File: config.mk
export PLATFORM = sky130hd
export DESIGN_NAME = pwm_top
export DESIGN_NICKNAME = d
export VERILOG_FILES = /design/src/rtl/pwm_top.sv
export SDC_FILE = /design/constraint.sdc
export NUM_CORES = 1
export LEC_CHECK = 0
export ABC_AREA = 1
export CORE_MARGIN = 4
export CORE_UTILIZATION = 59
export CTS_CLUSTER_DIAMETER = 50
export DETAILED_ROUTE_END_ITERATION = 10
export PLACE_DENSITY = 0.78
export SYNTH_ARGS = -nofsm -noshare
export SYNTH_HDL_FRONTEND = slang
export SYNTH_SLANG_ARGS = --single-unit
File: constraint.sdc
create_clock -name clk -period 5.9 [get_ports clk]
set_input_delay 0.59 -clock clk [delete_from_list [all_inputs] [get_ports clk]]
set_output_delay 0.59 -clock clk [all_outputs]
set_load 0.1 [all_outputs]
File: src/rtl/pwm_top.sv
// PWM generator with run-time programmable frequency and duty.
// A shared restoring divider derives the period P = CLK_FREQ_HZ / frequency
// and the high time H = P * duty / 100. When the inputs change during RUN it
// recomputes them in the background, and the new values are swapped in at a
// period wrap.
module pwm_top #(
  parameter logic [31:0] CLK_FREQ_HZ = 32'd100_000_000
) (
  input  logic        clk,
  input  logic        rst,
  input  logic [6:0]  duty_cycle,
  input  logic [15:0] frequency,
  output logic        pwm_out
);

  localparam logic [1:0] S_LOAD   = 2'd0;
  localparam logic [1:0] S_CALC_P = 2'd1;
  localparam logic [1:0] S_CALC_H = 2'd2;
  localparam logic [1:0] S_RUN    = 2'd3;

  logic [1:0]  state;
  logic [6:0]  duty_sh;
  logic [15:0] freq_sh;
  logic [31:0] p_reg, h_reg;   // values driving the waveform
  logic [31:0] p_new, h_new;   // freshly computed values awaiting a wrap
  logic        upd_pending;
  logic [31:0] cnt;

  // Divider state: the dividend shifts out MSB-first into the remainder.
  logic        div_busy;
  logic        div_h;          // 0: computing P, 1: computing H
  logic [5:0]  div_cnt;        // iterations left
  logic [38:0] div_num;
  logic [38:0] div_quo;
  logic [15:0] div_rem;
  logic [15:0] div_den;

  logic [6:0]  duty_clamp;
  logic        inputs_changed;
  logic [16:0] rem_sh, rem_nx;
  logic        rem_ge;
  logic [38:0] quo_nx;
  logic [31:0] p_fix;
  logic [38:0] prod;
  logic        div_last;
  logic        start_p;
  logic        stop_div;

  // Clamp duty, run one divider iteration and decide divider start/abort.
  always_comb begin
    duty_clamp     = (duty_cycle > 7'd100) ? 7'd100 : duty_cycle;
    inputs_changed = (duty_clamp != duty_sh) || (frequency != freq_sh);
    rem_sh         = {div_rem, div_num[38]};
    rem_ge         = (rem_sh >= {1'b0, div_den});
    rem_nx         = rem_ge ? (rem_sh - {1'b0, div_den}) : rem_sh;
    quo_nx         = {div_quo[37:0], rem_ge};
    // A zero quotient (frequency above the clock) still needs a 1-cycle period.
    p_fix          = (quo_nx[31:0] == 32'd0) ? 32'd1 : quo_nx[31:0];
    prod           = {7'd0, p_fix} * {32'd0, duty_sh};
    div_last       = div_busy && (div_cnt == 6'd1);
    start_p        = (frequency != 16'd0) &&
                     ((state == S_LOAD) || ((state == S_RUN) && inputs_changed));
    stop_div       = (state == S_RUN) && inputs_changed && (frequency == 16'd0);
  end

  // Control FSM, divider sequencing and the PWM counter.
  always_ff @(posedge clk) begin
    if (rst) begin
      state       <= S_LOAD;
      pwm_out     <= 1'b0;
      cnt         <= 32'd0;
      duty_sh     <= 7'd0;
      freq_sh     <= 16'd0;
      p_reg       <= 32'd0;
      h_reg       <= 32'd0;
      p_new       <= 32'd0;
      h_new       <= 32'd0;
      upd_pending <= 1'b0;
      div_busy    <= 1'b0;
      div_h       <= 1'b0;
      div_cnt     <= 6'd0;
      div_num     <= 39'd0;
      div_quo     <= 39'd0;
      div_rem     <= 16'd0;
      div_den     <= 16'd0;
    end else begin
      if (div_busy) begin
        div_rem <= rem_nx[15:0];
        div_quo <= quo_nx;
        div_num <= {div_num[37:0], 1'b0};
        div_cnt <= div_cnt - 6'd1;
        if (div_last) begin
          if (!div_h) begin
            // P done: chain straight into H = P*D/100.
            p_new   <= p_fix;
            div_num <= prod;
            div_den <= 16'd100;
            div_rem <= 16'd0;
            div_quo <= 39'd0;
            div_cnt <= 6'd39;
            div_h   <= 1'b1;
          end else begin
            h_new    <= quo_nx[31:0];
            div_busy <= 1'b0;
          end
        end
      end

      if (start_p) begin
        // Dividend is left-aligned so 32 iterations consume exactly its bits.
        div_num  <= {CLK_FREQ_HZ, 7'd0};
        div_den  <= frequency;
        div_rem  <= 16'd0;
        div_quo  <= 39'd0;
        div_cnt  <= 6'd32;
        div_h    <= 1'b0;
        div_busy <= 1'b1;
      end else if (stop_div) begin
        div_busy <= 1'b0;
      end

      case (state)
        S_LOAD: begin
          duty_sh <= duty_clamp;
          freq_sh <= frequency;
          pwm_out <= 1'b0;
          cnt     <= 32'd0;
          if (frequency != 16'd0) state <= S_CALC_P;
        end
        S_CALC_P: begin
          if (div_last) state <= S_CALC_H;
        end
        S_CALC_H: begin
          if (div_last) begin
            state <= S_RUN;
            p_reg <= p_new;
            h_reg <= quo_nx[31:0];
            cnt   <= 32'd0;
          end
        end
        default: begin
          pwm_out <= (cnt < h_reg);
          if (div_last && div_h) upd_pending <= 1'b1;
          if (cnt == p_reg - 32'd1) begin
            cnt <= 32'd0;
            if (freq_sh == 16'd0) begin
              state   <= S_LOAD;
              pwm_out <= 1'b0;
            end else if (upd_pending) begin
              p_reg       <= p_new;
              h_reg       <= h_new;
              upd_pending <= 1'b0;
            end
          end else begin
            cnt <= cnt + 32'd1;
          end
          // New inputs invalidate any result not yet applied.
          if (inputs_changed) begin
            duty_sh     <= duty_clamp;
            freq_sh     <= frequency;
            upd_pending <= 1'b0;
          end
        end
      endcase
    end
  end

endmodule

==> flow_summary.ini <==
[detailed_routing]
drt-total-wl_um = 65900
viasPerCell = 5.58
drt-initial-drc-count = 2223
drt.antenna.violating_nets = 0
post-route-drc-count = 0
first_pass_iters = 6
wl_per_cell_um = 16.1
detailroute.via_count = 22812

[cells_and_area]
nNetsFinal = 3826
finish.utilization_pct = 67.0
fin_cells = 4085
largest_register_ff_count = 39
largest_register = div_num
insertedDiodeCount = 0
drive_above_1_share_pct = 7.93
syn_to_final_growth_pct = 11.2
fill_cells = 3454

[critical_path]
crit_path_end_kind = flip-flop
r2r_slack_ns = 0.30
crit_arrival_ns = 6.03
worst-setup-path-type = reg2reg
regToRegEndpoint = div_num[22]
crit_path_max_incr_delay_ns = 0.54
cp-start-kind = flip-flop
crit_slowest_cell = fa_1
cp_data_required_time_ns = 6.33
ff2ff_path_depth = 31
path_max_fanout = 5
cpMostUsedCell = nand2_1
rr_startpoint = div_den[3]

[cts]
cts_buffer_depth = 3
cts_max_level = 2
clock_latency_ns = 0.55
clkTransAtPathRegs_ns = 0.06
cts_buffers = 39
cts_tree = yes
cts_root_buf = clkbuf_16
ctsHoldBuffers = 0
numClockSinks = 297

[floorplanning]
die_w_um = 208
rows = 72
chipHeight_um = 208
die-area_mm2 = 0.0432
num_io_pins = 26
start_util_pct = 60.3
core_mm2 = 0.0391

[synthesis]
synth_cells = 3530
synth_compound_area_share_pct = 13.7
synth_edf_count = 0
synthTopCellsByArea = dfxtp_1 25%, nand2_1 14%, fa_1 13%, inv_1 9.7%, a21oi_1 6.9%
ys_types = 49
async_reset_ff_share_pct = 0
synth_top_family_by_area = simple AND/OR/NAND/NOR gates
syn_area_mm2 = 0.0236
avgSynthCellArea_um2 = 6.67
synthAdderAreaFrac_pct = 18.7
ys_seq_elements = 297
synthMuxAreaShare_pct = 0
synth_xor_area_share_pct = 3.35
yosysTopAreaCell = dfxtp_1
yosysMostFrequentCell = nand2_1
synth-simple-area-share_pct = 26.1
netlist.area_leader.share_pct = 25.2
yosysWarnings = 0
synthTopCellsByCount = 865 x nand2_1, 611 x inv_1, 327 x nor2_1
yosysSeqAreaShare_pct = 25.2
syn-num-nets = 3817
synth-main-ff-cell = dfxtp_1

[worst_hold_path]
min_to = div_den[9]
hold_path.class = reg2reg
min_from = div_den[9]
hold_depth = 2

[sta]
max_slew_margin_pct = 14.0
tightest_slew_ns = 1.29
fin_crit_ns = 5.60
setup_viol = 0
fmax_ghz = 0.179
hold_violations = 0
clock_skew_ns = 0.0283
postLayoutSetupSlackWorst_ns = 0.302
setup_tns_ns = 0
drv_slew = 0
period_share_pct = 94.9

[placed_design]
dp_hpwl_um = 48400
port_buffers = 25
routabilityCongestion = 0.975
dp_slack_ns = -0.246
dp.cells = 4013

[power_and_ir_drop]
irDropWorstVdd_v = 0.000531
totalPowerFinal_w = 0.00894
p_per_area_mw_per_mm2 = 341
p_leak_nw = 13.2

[grt]
grt_usage_pct = 30.1
antenna_found_initial = 0
grt-ovfl-total = 0
first_global_vias = 22337
grt_max_degree = 94
grt_pass1_wl_um = 110000

[job]
max_cap_violations = 0

[outcome]
run_status = finished clean
-- layout make-up --
| cell class | count | area [um^2] | area share [%] |
|---|---|---|---|
| multi-input cells | 2441 | 14800 | 56.6 |
| flip-flops and latches | 297 | 5950 | 22.7 |
| inverters | 622 | 2340 | 8.92 |
| repair buffers | 138 | 1110 | 4.22 |
| clock buffers | 50 | 1090 | 4.16 |
| well taps | 518 | 648 | 2.47 |
| clock inverters | 19 | 223 | 0.850 |
-- cells by family (layout without fill, tap and decap cells) --
family | count (synthesis) | after routing
AO/OA/AOI/OAI | 610 | 610
buffers and inverters | 792 | 829
flip-flops | 297 | 297
XOR/XNOR | 90 | 90
adder cells (fa/ha/maj) | 262 | 262
AND/OR/NAND/NOR | 1479 | 1479
-- per-layer routing --
layer | track usage (%) | vias to the layer above | wire [um]
met3 | 3.57 | 190 | 4420
met1 | 40.5 | 10719 | 28000
met5 | 0 | - | 0
li1 | - | 11023 | -
met2 | 50.1 | 880 | 31000
met4 | 11.5 | 0 | 2410
-- where the power goes --
group          switching, W  internal, W
clock network      0.000964      0.00145
registers          0.000324      0.00225
logic               0.00266      0.00129
-- cell usage in the layout, fill, tap and decap left out, types with 39 or more instances in the layout --
master	instances
xnor2_1	41
fa_1	150
nor2_1	320
nand2_1	859
inv_1	606
nand4_1	39
nand3_1	139
o21ai_0	198
ha_1	101
xor2_1	49
buf_4	112
dfxtp_1	291
clkbuf_16	41
a21oi_1	312
-- how the worst max path moves through the flow --
stage	from	endpoint	slack, ns
after global placement	div_den[8]	div_num[35]	-0.19
after global routing	div_den[3]	div_num[35]	-0.006
after CTS	div_den[7]	div_num[38]	0.03
after detailed placement	div_den[8]	div_num[35]	-0.25
final	div_den[3]	div_num[22]	0.30
after floorplan	div_den[8]	div_num[22]	0.02
-- worst max-delay path, delay by kind of cell, from the launching register on --
kind | cells | cell delay [ns]
fa+ha+maj | 6 | 2.64
compound gates | 6 | 0.75
flops | 1 | 0.33
simple gates | 12 | 1.35
buf+inv | 7 | 0.40
-- per-stage QoR --
stage	instance area (um^2)	hold slack [ns]
floorplan	23600	0.445
global placement	24600	0.457
detailed placement	24600	0.472
CTS	26000	0.484
global route	26200	0.504
finish	26200	0.485
-- repair_timing --
| action | CTS | global route |
|---|---|---|
| setup buffers | 0 | 3 |
| gates resized for setup | 19 | 41 |
| endpoints found under the setup margin | 25 | 27 |
| pin swaps | 5 | 14 |
Power figures use the tool's default switching activity.
